<file path="src/rtl/miniproc_pkg.sv">
// Shared constants for the mini processor pipeline: register file geometry, datapath
// width and the opcode encodings agreed between decode, operand fetch and execute.
package miniproc_pkg;

    localparam int unsigned NREG = 16;
    localparam int unsigned AW   = 4;
    localparam int unsigned DW   = 32;
    localparam int unsigned OPW  = 6;

    localparam logic [OPW-1:0] OpNop = 6'h00;
    localparam logic [OPW-1:0] OpAdd = 6'h01;
    localparam logic [OPW-1:0] OpSub = 6'h02;
    localparam logic [OPW-1:0] OpAnd = 6'h03;
    localparam logic [OPW-1:0] OpOr  = 6'h04;
    localparam logic [OPW-1:0] OpXor = 6'h05;

endpackage

</file>
<file path="src/rtl/of_scoreboard.sv">
// Pending-write scoreboard: one bit per architectural register, set when a writing
// instruction issues and cleared by writeback. A same-cycle set beats the clear.
module of_scoreboard #(
    parameter int unsigned NREG = 16,
    parameter int unsigned AW   = 4
) (
    input  logic            clk_i,
    input  logic            rst_i,
    input  logic            set_i,
    input  logic [AW-1:0]   set_addr_i,
    input  logic            clr_i,
    input  logic [AW-1:0]   clr_addr_i,
    output logic [NREG-1:0] pend_o
);

    logic [NREG-1:0] pend_d, pend_q;

    always_comb begin
        pend_d = pend_q;
        if (clr_i) pend_d[clr_addr_i] = 1'b0;
        if (set_i) pend_d[set_addr_i] = 1'b1;
    end

    always_ff @(posedge clk_i or posedge rst_i) begin
        if (rst_i) pend_q <= '0;
        else       pend_q <= pend_d;
    end

    assign pend_o = pend_q;

endmodule

</file>
<file path="src/rtl/operand_fetch.sv">
// Issue stage ahead of the 2R1W regfile: reads both operands, bypasses same-cycle
// writeback, stalls RAW/WAW hazards via the scoreboard, and registers the result for execute.
module operand_fetch
    import miniproc_pkg::*;
#(
    parameter int unsigned NREG = miniproc_pkg::NREG,
    parameter int unsigned AW   = miniproc_pkg::AW,
    parameter int unsigned DW   = miniproc_pkg::DW,
    parameter int unsigned OPW  = miniproc_pkg::OPW
) (
    input  logic           clk,
    input  logic           reset,
    input  logic           in_valid,
    output logic           in_ready,
    input  logic [OPW-1:0] in_op,
    input  logic [AW-1:0]  in_rs1,
    input  logic [AW-1:0]  in_rs2,
    input  logic [AW-1:0]  in_rd,
    input  logic           in_wr,
    output logic [AW-1:0]  rf_add1,
    output logic [AW-1:0]  rf_add2,
    input  logic [DW-1:0]  rf_data1,
    input  logic [DW-1:0]  rf_data2,
    input  logic           wb_wen_n,
    input  logic [AW-1:0]  wb_addw,
    input  logic [DW-1:0]  wb_data,
    output logic           out_valid,
    input  logic           out_ready,
    output logic [OPW-1:0] out_op,
    output logic [DW-1:0]  out_a,
    output logic [DW-1:0]  out_b,
    output logic [AW-1:0]  out_rd,
    output logic           out_wr
);

    logic [NREG-1:0] pend;
    logic            wb_en, hit1, hit2, hitd, hazard, accept;

    logic           valid_d, valid_q;
    logic [OPW-1:0] op_d, op_q;
    logic [DW-1:0]  a_d, a_q, b_d, b_q;
    logic [AW-1:0]  rd_d, rd_q;
    logic           wr_d, wr_q;

    assign rf_add1 = in_rs1;
    assign rf_add2 = in_rs2;

    assign wb_en = !wb_wen_n;
    assign hit1  = wb_en && (wb_addw == in_rs1);
    assign hit2  = wb_en && (wb_addw == in_rs2);
    assign hitd  = wb_en && (wb_addw == in_rd);

    // A writeback landing this cycle resolves the hazard it would otherwise cause.
    assign hazard = in_valid && ((pend[in_rs1] && !hit1) || (pend[in_rs2] && !hit2) ||
                                 (in_wr && pend[in_rd] && !hitd));

    assign in_ready = (!valid_q || out_ready) && !hazard;
    assign accept   = in_valid && in_ready;

    of_scoreboard #(
        .NREG(NREG),
        .AW  (AW)
    ) u_scoreboard (
        .clk_i     (clk),
        .rst_i     (reset),
        .set_i     (accept && in_wr),
        .set_addr_i(in_rd),
        .clr_i     (wb_en),
        .clr_addr_i(wb_addw),
        .pend_o    (pend)
    );

    always_comb begin
        valid_d = valid_q;
        op_d    = op_q;
        a_d     = a_q;
        b_d     = b_q;
        rd_d    = rd_q;
        wr_d    = wr_q;
        if (accept) begin
            valid_d = 1'b1;
            op_d    = in_op;
            a_d     = hit1 ? wb_data : rf_data1;
            b_d     = hit2 ? wb_data : rf_data2;
            rd_d    = in_rd;
            wr_d    = in_wr;
        end else if (out_ready) begin
            valid_d = 1'b0;
        end
    end

    always_ff @(posedge clk or posedge reset) begin
        if (reset) begin
            valid_q <= 1'b0;
            op_q    <= '0;
            a_q     <= '0;
            b_q     <= '0;
            rd_q    <= '0;
            wr_q    <= 1'b0;
        end else begin
            valid_q <= valid_d;
            op_q    <= op_d;
            a_q     <= a_d;
            b_q     <= b_d;
            rd_q    <= rd_d;
            wr_q    <= wr_d;
        end
    end

    assign out_valid = valid_q;
    assign out_op    = op_q;
    assign out_a     = a_q;
    assign out_b     = b_q;
    assign out_rd    = rd_q;
    assign out_wr    = wr_q;

endmodule

</file>
<file path="config.mk">
export PLATFORM = sky130hd
export DESIGN_NAME = operand_fetch
export DESIGN_NICKNAME = d
export VERILOG_FILES = /design/src/rtl/miniproc_pkg.sv /design/src/rtl/of_scoreboard.sv /design/src/rtl/operand_fetch.sv
export SDC_FILE = /design/constraint.sdc
export NUM_CORES = 1
export LEC_CHECK = 0
export ABC_AREA = 1
export BUFFER_PORTS_ARGS = -buffer_cell sky130_fd_sc_hd__buf_2
export CAP_MARGIN = 20
export CORE_ASPECT_RATIO = 0.6
export CORE_MARGIN = 5
export CORE_UTILIZATION = 50
export CTS_CLUSTER_DIAMETER = 80
export DETAILED_ROUTE_END_ITERATION = 8
export PLACE_DENSITY_LB_ADDON = 0.05
export SYNTH_ARGS = -nofsm -noshare
export SYNTH_HDL_FRONTEND = slang
export SYNTH_SLANG_ARGS = --single-unit
export TNS_END_PERCENT = 100
</file>
<file path="constraint.sdc">
create_clock -name clk -period 4 [get_ports clk]
set_input_delay 0.8 -clock clk [delete_from_list [all_inputs] [get_ports clk]]
set_output_delay 0.8 -clock clk [all_outputs]
set_load 0.005 [all_outputs]
</file>
==> results by group, run 1 <==
Synth
  – Synth async-reset ratio: 100%
  – Post-synthesis adder-cell area fraction: 0%
  – Syn Area/Cell: 6.86 sq um
  – Main combinational cell family by area after synthesis: simple AND/OR/NAND/NOR gates
  – Netlist cell types: 22
  – Post-synthesis simple-gate area fraction: 23.9%
  – Post-synthesis mux area share: 0%
  – Post-Syn Area: 0.00536 sq mm
  – Mapped Nets: 905
  – Xor and xnor area share after synthesis: 0.490%
  – Primary FF master, synth: dfrtp_1
  – Post-synth EDFFs: 0
  – Sequential fraction of the synthesis area: 43.0%
  – Seq cells post-synth: 92
  – Synth Area in Compound Gates: 16.3%
  – Yosys warnings: 0
  – Syn Inst Count: 781

Final layout
  – Ant diodes: 0
  – Non-Filler Instances: 1,103
  – Fraction of layout cells with a size suffix above 1: 24.6%
  – Commonest non-fill, non-tap cell in the layout: nand2_1
  – # fillers: 967
  – Layout area overhead: 23.7%
  – Commonest cells after routing, fill and taps aside: 237 x nand2_1, 208 x buf_2, 143 x inv_1, 114 x o21ai_0, 92 x dfrtp_1
  – Layout Nets: 1,083

Route
  – Detailed-route via count: 5,504
  – Drt drc: 0
  – DR pass1 iterations: 5
  – Via-to-Cell Ratio: 4.99
  – Initial drt markers: 419
  – Routed len/inst: 14.7 um
  – Post-route ant nets: 0
  – Wirelength, routed: 16.2 mm

Clock tree
  – CTS Sinks: 92
  – Worst-Skew Late Latency: 0.33 ns
  – Setup bufs post-CTS: 0
  – Post-CTS resize count: 0
  – Number of buffers created by CTS: 9
  – # hold bufs at CTS: 0
  – Clock Path Buffers: 2
  – Reg clk slew, reported paths: 0.07 ns
  – Max H-tree Level: 3
  – CTS tree: yes
  – Root buffer cell: clkbuf_16

Pwr
  – Max VDD drop: 274 uV
  – Pwr dens: 466 mW/mm^2
  – Static leakage: 3.82 nW

Worst setup path
  – Setup CP Type: in2out
  – Startpoint type of the worst setup path: input port
  – Max stage delay on crit path: 0.33 ns
  – Slowest stage cell, crit path: clkinv_1
  – CP bufs+invs: 3
  – Worst Path Max Fanout: 11
  – Critical path endpoint category: output port
  – Critical path arrival: 2.34 ns
  – CP required: 3.20 ns
  – Delay-heaviest family, CP: simple AND/OR/NAND/NOR gates
  – Critical-path cell list: buf_2 -> clkinv_1 -> nand2_1 -> nand3_1 -> nand2_1 -> nand2_1 -> nand3_1 -> nand3_1 -> nand3_2 -> a21oi_1 -> buf_2

Floorplanning
  – Chip height: 90.2 um
  – Die width: 144 um
  – Die area: 0.0130 sq mm
  – I/O pins: 209
  – Std-Cell Rows: 29
  – CORE AREA: 0.0105 sq mm
  – Initial core utilization: 50.9%

Timing
  – Final Cycle Share: 78.5%
  – Slew headroom: 36.9%
  – Unrepaired setup endpoints after global routing: no
  – Final setup viols: 0
  – Max frequency: 318 MHz
  – Endpoints failing hold: 0
  – Minimum clock period after layout: 3.14 ns
  – Final TNS setup: 0 ns
  – Max-slew violations: 0
  – Clock skew: 0.00766 ns
  – Slew @ Worst Pin: 0.947 ns

Global route
  – Largest net degree at the start of global routing: 83
  – First-pass GRT wire length: 26.3 mm
  – Initial antenna violation count: 1
  – Total track usage: 25.0%
  – Vias in the first global route: 5,376
  – Grt total ovfl: 0

Placed design
  – RePlAce Congestion: 0.970
  – Placed cells: 1,087
  – PortBufs: 208
  – Final HPWL DP: 12.3 mm

Outcome
  – Status: complete, no violations

Run
  – Max capacitance violation total: 0

Hold path
  – Tightest Hold Check Type: reg2reg
==> cell usage after synthesis, types with 3 or more instances <==
library cell	number	area share, %
inv_1	144	10
clkbuf_1	11	0.77
xnor2_1	3	0.49
o21ai_0	114	11
nor2_1	31	2.2
buf_6	11	2.3
a21oi_1	4	0.37
o31ai_1	4	0.56
nand2_1	237	17
nand3_1	48	4.5
buf_4	13	1.8
o22ai_1	5	0.58
dfrtp_1	92	43
buf_2	6	0.56
buf_1	7	0.49
o21ai_1	43	4.0
==> flip-flops by register name, indices dropped and copies added (netlist names) <==
| name | flops |
|---|---|
| out_a | 32 |
| out_b | 32 |
| out_op | 6 |
| out_rd | 4 |
| out_valid | 1 |
| out_wr | 1 |
| u_scoreboard.pend_o | 16 |
==> tightest hold or removal path, cell delays in order (launching register included) <==
cell,delay [ns]
dfrtp_1,0.37
inv_1,0.05
o21ai_1,0.06
==> layer usage <==
metal	global-route usage, %	up-vias	wire length (um)
met5	0	-	20
met4	5.72	2	253
met3	7.79	27	1630
met2	36.5	246	6790
met1	36.3	2477	7510
li1	-	2752	-
==> area by class of cell <==
| type | instances | area [sq um] | area share (%) |
|---|---|---|---|
| flip-flops and latches | 92 | 2300 | 34.7 |
| well taps | 139 | 174 | 2.63 |
| multi-input cells | 493 | 2190 | 33.0 |
| inverters | 148 | 558 | 8.42 |
| repair buffers | 215 | 1110 | 16.7 |
| clock buffers | 12 | 267 | 4.02 |
| clock inverters | 4 | 32.5 | 0.491 |
==> kinds of logic (layout without fill, tap and decap cells) <==
kind of cell / count (synthesis) / after routing
DFF: 92 / 92
and+or+nand+nor: 319 / 319
xor gates and xnor gates: 3 / 3
buffers and inverters: 196 / 379
AOI/OAI and AO/OA: 171 / 171
==> per-stage QoR <==
stage	hold WS (ns)	utilization (%)	setup WS [ns]	instance area [sq um]	power (mW)
floorplan	0.465	-	0.808	5360	1.82
CTS	0.517	63.0	0.957	6630	3.11
global route	0.543	63.0	0.677	6630	3.31
detailed placement	0.503	60.1	0.963	6330	2.27
global placement	0.486	60.1	0.972	6330	2.25
finish	0.519	63.0	0.859	6630	3.08
==> power by group <==
part / switching, mW / internal (mW) / leakage, nW / total (mW)
Clock: 0.355 / 0.475 / 0.141 / 0.830
Sequential: 0.155 / 1.20 / 1.15 / 1.35
Combinational: 0.510 / 0.392 / 2.53 / 0.901
Total: 1.02 / 2.07 / 3.82 / 3.08
==> final timing paths <==
kind                       depth (start not counted)              startpoint  slack (ns)         to
setup reg to reg                                  11  u_scoreboard.pend_o[0]        1.84  out_b[15]
setup / recovery                                  11               in_rs2[0]        0.86   in_ready
min in group asynchronous                          2                   reset        0.64  out_op[0]
max in group asynchronous                          3                   reset        2.62  out_b[15]
hold reg to reg                                    2               out_a[10]        0.52  out_a[10]
hold / removal                                     2               out_a[10]        0.52  out_a[10]
Note: power is estimated with default switching activity, not from simulation.
==> run 2, diff against run 1 <==
--- a/config.mk
+++ b/config.mk
@@ -5,12 +5,12 @@
 export SDC_FILE = /design/constraint.sdc
 export NUM_CORES = 1
 export LEC_CHECK = 0
-export ABC_AREA = 1
+export ABC_AREA = 0
 export BUFFER_PORTS_ARGS = -buffer_cell sky130_fd_sc_hd__buf_2
 export CAP_MARGIN = 20
 export CORE_ASPECT_RATIO = 0.6
 export CORE_MARGIN = 5
-export CORE_UTILIZATION = 50
+export CORE_UTILIZATION = 44
 export CTS_CLUSTER_DIAMETER = 80
 export DETAILED_ROUTE_END_ITERATION = 8
 export PLACE_DENSITY_LB_ADDON = 0.05
==> constraint.sdc (replaced) <==
create_clock -name clk -period 2.62 [get_ports clk]
set_input_delay 0.524 -clock clk [delete_from_list [all_inputs] [get_ports clk]]
set_output_delay 0.524 -clock clk [all_outputs]
set_load 0.005 [all_outputs]
==> results by group, run 2 <==
Timing
  – Slew @ Worst Pin: 0.760 ns (-0.188 ns)
  – Slew headroom: 49.3% (+12 points)
  – Unrepaired setup endpoints after global routing: yes
  – Minimum clock period after layout: 2.66 ns
  – Final WS setup: -0.0354 ns (-0.894 ns)
  – Endpoints failing hold: 0 (unchanged)
  – Max frequency: 377 MHz
  – Fin Hold WS: 0.318 ns (-0.201 ns)
  – Clock skew: 0.00814 ns (+0.000478 ns)
  – Final Cycle Share: 101%
  – Max-slew violations: 0 (unchanged)
  – Final setup viols: 1 (+1)

Worst setup path
  – Reg2Reg Depth: 9 (-2)
  – Setup CP Type: reg2out
  – Worst Path Max Fanout: 4 (-7)
  – Critical path endpoint category: output port
  – RR Startpoint: u_scoreboard.pend_o[6]
  – Startpoint type of the worst setup path: flip-flop
  – Worst reg2reg setup slack: 0.08 ns (-1.76 ns)
  – R2r endpoint: u_scoreboard.pend_o[2]
  – Critical path arrival: 2.13 ns (-0.21 ns)
  – CP required: 2.10 ns (-1.10 ns)

Floorplanning
  – Chip height: 92.0 um (+2.0%)
  – CORE AREA: 0.0107 sq mm (+2.1%)
  – Initial core utilization: 45.9% (-5.0 points)
  – Die area: 0.0135 sq mm (+4.1%)
  – Die width: 147 um (+2.1%)
  – I/O pins: 209 (unchanged)
  – Std-Cell Rows: 29 (unchanged)

Final layout
  – Layout Nets: 767 (-29%)
  – Fin area: 0.00660 sq mm (-0.36%)
  – Layout Utilization: 61.5% (-1.5 points)
  – Fraction of layout cells with a size suffix above 1: 43.2% (+19 points)
  – Layout area overhead: 34.0%
  – Ant diodes: 0 (unchanged)
  – Commonest non-fill, non-tap cell in the layout: buf_2
  – Commonest cells after routing, fill and taps aside: 208 x buf_2, 91 x dfrtp_1, 70 x mux2i_1, 64 x a21oi_1, 64 x a31oi_1

Synth
  – Ranking of synthesized cells by area: dfrtp_1 47%, mux2i_1 15%, a31oi_1 8.1%
  – Primary FF master, synth: dfrtp_1
  – Synth top cells by count: 92 x dfrtp_1, 73 x mux2i_1, 65 x a21oi_1, 64 x a31oi_1, 23 x clkbuf_1
  – Sequential fraction of the synthesis area: 46.7% (+3.8 points)
  – Netlist cell types: 31 (+41%)
  – Post-Syn Area: 0.00493 sq mm (-8.0%)
  – Area leader, netlist: dfrtp_1
  – Post-synthesis adder-cell area fraction: 0% (unchanged)
  – Syn Inst Count: 449 (-43%)
  – Post-synthesis mux area share: 22.8% (+23 points)
  – Main combinational cell family by area after synthesis: multiplexers
  – Seq cells post-synth: 92 (unchanged)
  – Mapped Nets: 573 (-37%)
  – Cell with the most instances after synthesis: dfrtp_1
  – Post-synth EDFFs: 0 (unchanged)
  – Xor and xnor area share after synthesis: 2.13% (+1.6 points)
  – Top-area cell type share of the netlist area: 46.7% (+3.8 points)
  – Post-synthesis simple-gate area fraction: 3.33% (-21 points)
  – Yosys warnings: 0 (unchanged)
  – Syn Area/Cell: 11.0 sq um (+60%)
  – Synth Area in Compound Gates: 19.6% (+3.3 points)
  – Synth async-reset ratio: 100% (unchanged)

Global route
  – Largest net degree at the start of global routing: 89 (+7.2%)
  – Vias in the first global route: 4,305 (-20%)
  – Initial antenna violation count: 0 (-1)
  – Total track usage: 22.9% (-2.1 points)
  – Grt total ovfl: 0 (unchanged)
  – First-pass GRT wire length: 24.4 mm (-7.2%)

Route
  – DR pass1 iterations: 4 (-1)
  – Post-route ant nets: 0 (unchanged)
  – Detailed-route via count: 4,475 (-19%)
  – Routed len/inst: 20.0 um (+36%)
  – Drt drc: 0 (unchanged)
  – Initial drt markers: 246 (-41%)
  – Wirelength, routed: 15.7 mm (-2.9%)
  – Via-to-Cell Ratio: 5.69 (+14%)

Placed design
  – Final HPWL DP: 12.1 mm (-1.6%)
  – RePlAce Congestion: 0.974 (+0.36%)
  – PortBufs: 208 (unchanged)
  – Post-DP Area: 0.00623 sq mm (-1.5%)
  – Pre-CTS setup slack: -0.0500 ns (-1.01 ns)

Clock tree
  – Number of buffers created by CTS: 9 (unchanged)
  – Clock Path Buffers: 2 (unchanged)
  – Root buffer cell: clkbuf_16
  – Worst-Skew Late Latency: 0.34 ns (about the same)
  – Max H-tree Level: 3 (unchanged)
  – CTS Sinks: 92 (unchanged)
  – Reg clk slew, reported paths: 0.06 ns (about the same)
  – # hold bufs at CTS: 0 (unchanged)
  – CTS tree: yes

Hold path
  – Tightest Hold Check Type: in2async

Outcome
  – Status: complete, but fails checks
  – Failing checks: negative setup slack

Pwr
  – Pwr dens: 994 mW/mm^2 (+110%)
  – Max VDD drop: 619 uV (+130%)
  – Static leakage: 3.32 nW (-13%)

Run
  – Max capacitance violation total: 0 (unchanged)
run 2: changes by cell type after synthesis, sizes merged, moves of 8 or more:
| cell | before | now |
|---|---|---|
| nand3 | 49 | 2 |
| mux2i | 0 | 73 |
| inv | 146 | 1 |
| a31oi | 0 | 64 |
| clkbuf | 11 | 23 |
| o41ai | 0 | 8 |
| nand2 | 237 | 9 |
| mux2 | 0 | 11 |
| a21oi | 4 | 65 |
| nor2 | 31 | 5 |
| o21ai | 157 | 16 |
| mux4 | 0 | 12 |
run 2: metal layers:
| layer | GRT usage, % | vias up | share of wire (%) |
|---|---|---|---|
| met5 | 0 | - | 0 |
| met4 | 5.95 | 0 | 1.2 |
| met3 | 8.77 | 18 | 10 |
| met2 | 31.6 | 223 | 41 |
| met1 | 33.5 | 2131 | 47 |
| li1 | - | 2103 | - |
run 2: what timing repair did:
action | 4_1_cts | 5_1_grt
setup buffers | 3 | 0
resized for setup | 1 | 5
endpoints found under the setup margin | 1 | 2
pin swaps | 3 | 1
run 2: power by group:
part	internal (mW)	switching, mW
clock	0.866	0.538
sequential	2.06	0.433
combinational	1.27	1.39
total	4.20	2.36
run 2: worst max-delay path by stage:
stage / end / startpoint
finish: in_ready / u_scoreboard.pend_o[6]
detailed placement: out_a[2] / in_rd[0]
global placement: in_ready / in_rd[0]
global route: in_ready / u_scoreboard.pend_o[15]
floorplan: in_ready / in_rd[0]
CTS: in_ready / u_scoreboard.pend_o[14]
run 2: worst max-delay path, cell delays in order (launching register included):
cell and delay, ns:
dfrtp_1 0.46, mux4_2 0.50, mux2i_2 0.17, mux2i_2 0.13
a32oi_4 0.18, nand2_2 0.12, a21boi_2 0.13, buf_2 0.12
run 2: through the flow:
stage	total power [mW]	std cells	setup TNS, ns
after floorplan	3.84	449	0
after global placement	5.08	768	-0.0170
after detailed placement	5.12	768	-0.241
after CTS	6.59	787	-0.0373
after global routing	7.02	787	-0.132
final	6.56	787	-0.0354
run 2: kinds of logic after synthesis:
logic type | Yosys count
compound gates | 163
xor+xnor | 12
buf+inv | 55
flops | 92
mux | 96
simple gates | 31
run 2: layout make-up:
class                           count  area (sq um)
Sequential cell                    92          2300
Clock inverter                      5          83.8
Timing Repair Buffer              237          1380
Clock buffer                       11           243
Tap cell                          139           174
Inverter                            1          7.51
Multi-Input combinational cell    302          2410
Fill cell                         924          4140
==> run 3, diff against run 2 <==
--- a/config.mk
+++ b/config.mk
@@ -10,7 +10,8 @@
 export CAP_MARGIN = 20
 export CORE_ASPECT_RATIO = 0.6
 export CORE_MARGIN = 5
-export CORE_UTILIZATION = 44
+export CORE_UTILIZATION = 45
+export CTS_BUF_LIST = sky130_fd_sc_hd__clkbuf_8
 export CTS_CLUSTER_DIAMETER = 80
 export DETAILED_ROUTE_END_ITERATION = 8
 export PLACE_DENSITY_LB_ADDON = 0.05
==> results by group, run 3 (same netlist as run 2, synthesis figures left out) <==
Final layout
  – Commonest non-fill, non-tap cell in the layout: buf_2
  – Layout Nets: 764 (-0.39%)
  – Commonest cells after routing, fill and taps aside: 208 x buf_2, 90 x dfrtp_1, 73 x mux2i_1, 64 x a21oi_1, 64 x a31oi_1
  – Ant diodes: 0 (unchanged)
  – # fillers: 939 (+1.6%)
  – Layout area overhead: 30.0%
  – Fraction of layout cells with a size suffix above 1: 42.5% (-0.73 points)

Route
  – DR pass1 iterations: 5 (+1)
  – Wirelength, routed: 15.5 mm (-1.4%)
  – Detailed-route via count: 4,521 (+1.0%)
  – Routed len/inst: 19.8 um (-0.99%)
  – Initial drt markers: 277 (+13%)
  – Via-to-Cell Ratio: 5.77 (+1.4%)
  – Post-route ant nets: 0 (unchanged)
  – Drt drc: 0 (unchanged)

Run
  – Max capacitance violation total: 0 (unchanged)

Clock tree
  – Setup bufs post-CTS: 0 (-3)
  – CTS Sinks: 92 (unchanged)
  – Reg clk slew, reported paths: 0.09 ns (+0.03 ns)
  – Worst-Skew Late Latency: 0.36 ns (+0.02 ns)
  – CTS tree: yes
  – Root buffer cell: clkbuf_8
  – Max H-tree Level: 3 (unchanged)
  – Clock Path Buffers: 2 (unchanged)
  – Number of buffers created by CTS: 9 (unchanged)

Global route
  – Grt total ovfl: 0 (unchanged)
  – Vias in the first global route: 4,462 (+3.6%)
  – Initial antenna violation count: 0 (unchanged)
  – Total track usage: 22.8% (-0.061 points)
  – First-pass GRT wire length: 24.5 mm (+0.34%)
  – Largest net degree at the start of global routing: 87 (-2.2%)

Timing
  – Final setup viols: 1 (unchanged)
  – Endpoints failing hold: 0 (unchanged)
  – Minimum clock period after layout: 2.72 ns (+0.0655 ns)
  – Unrepaired setup endpoints after global routing: yes
  – Slew @ Worst Pin: 0.615 ns (-0.145 ns)
  – Slew headroom: 59.0% (+9.8 points)
  – Final Cycle Share: 104% (+2.5 points)
  – Final WS setup: -0.101 ns (-0.0655 ns)
  – Fin Hold WS: 0.119 ns (-0.198 ns)
  – Max-slew violations: 0 (unchanged)
  – Max frequency: 368 MHz (-2.4%)
  – Clock skew: 0.0131 ns (+0.00494 ns)

Placed design
  – RePlAce Congestion: 0.903 (-7.3%)
  – PortBufs: 208 (unchanged)
  – Pre-CTS setup slack: -0.0893 ns (-0.0393 ns)
  – Final HPWL DP: 11.8 mm (-2.1%)

Outcome
  – Status: complete, but fails checks
  – Failing checks: negative setup slack

Floorplanning
  – Std-Cell Rows: 29 (unchanged)
  – Die area: 0.0132 sq mm (-2.0%)
  – Chip height: 91.1 um (-0.99%)
  – CORE AREA: 0.0106 sq mm (-1.0%)
  – I/O pins: 209 (unchanged)
  – Die width: 145 um (-1.0%)
  – Initial core utilization: 46.3% (+0.47 points)

Worst setup path
  – Critical-path cell list: mux4_2 -> mux2i_1 -> mux2i_1 -> a32oi_4 -> nand2_2 -> a21boi_1 -> buf_2
  – Most Frequent Cell on Critical Path: mux2i_1
  – Setup CP Type: reg2out
  – Startpoint type of the worst setup path: flip-flop
  – Critical path arrival: 2.20 ns (+0.07 ns)
  – Slowest stage cell, crit path: mux4_2
  – CP required: 2.10 ns (about the same)
  – Worst Path Max Fanout: 4 (unchanged)
  – Critical path endpoint category: output port
  – Max stage delay on crit path: 0.48 ns (-0.02 ns)

Pwr
  – Design Power: 5.98 mW (-8.9%)
  – Pwr dens: 934 mW/mm^2 (-6.1%)
  – Max VDD drop: 504 uV (-19%)
  – Static leakage: 3.24 nW (-2.3%)

Hold path
  – Tightest Hold Check Type: in2async
-- run 3: per-stage QoR --
stage | cells | util [%] | setup TNS, ns | instance area, sq um
final | 784 | 60.2 | -0.101 | 6400
after floorplan | 449 | - | 0 | 4930
after detailed placement | 768 | 58.5 | -1.49 | 6220
after global routing | 784 | 60.2 | -0.216 | 6400
after CTS | 784 | 60.2 | -0.115 | 6400
after global placement | 768 | 58.5 | 0 | 6220
-- run 3: worst paths after layout --
kind                            cells past startpoint                     end                    start  slack [ns]
worst max-delay path                                7                in_ready  u_scoreboard.pend_o[11]       -0.10
worst min-delay path                                2  u_scoreboard.pend_o[3]                    reset        0.12
worst max register to register                      8                out_a[3]  u_scoreboard.pend_o[11]        0.20
worst min register to register                      1               out_op[2]                out_op[2]        0.50
max in group asynchronous                           3               out_b[25]                    reset        1.96
min in group clk                                    2               out_op[1]                 in_op[1]        0.37
-- run 3: area by class of cell --
class	count	area, sq um	area share [%]
timing repair buffer	234	1350	21.1
inverter	1	7.51	0.117
multi-input combinational	302	2380	37.2
clock inverter	6	47.5	0.742
clock buffer	10	138	2.15
tap	139	174	2.72
sequential	92	2300	36.0
-- run 3: metal layers --
metal | vias up | track usage [%] | part of all wire, %
li1 | 2088 | - | -
met1 | 2185 | 32.5 | 45
met2 | 227 | 33.2 | 43
met3 | 21 | 8.81 | 10
met4 | 0 | 4.81 | 1.3
met5 | - | 0 | 0
-- run 3: critical path: cells and delay by family (launching register included) --
kind / cells / cell delay, ns
buf+inv: 1 / 0.13
flops: 1 / 0.47
simple gates: 1 / 0.08
compound gates: 2 / 0.37
mux: 3 / 0.80
-- run 3: report_power, final --
part | internal (mW) | leakage (nW) | switching, mW
Sequential | 2.06 | 1.05 | 0.424
Combinational | 1.23 | 2.09 | 1.36
Clock | 0.381 | 0.0985 | 0.524
Total | 3.67 | 3.24 | 2.31
-- run 3: repair_timing --
item,4_1_cts,5_1_grt
endpoints found under the setup margin,1,1
hold buffers,0,0
pin swaps,0,0
resized for setup,1,1
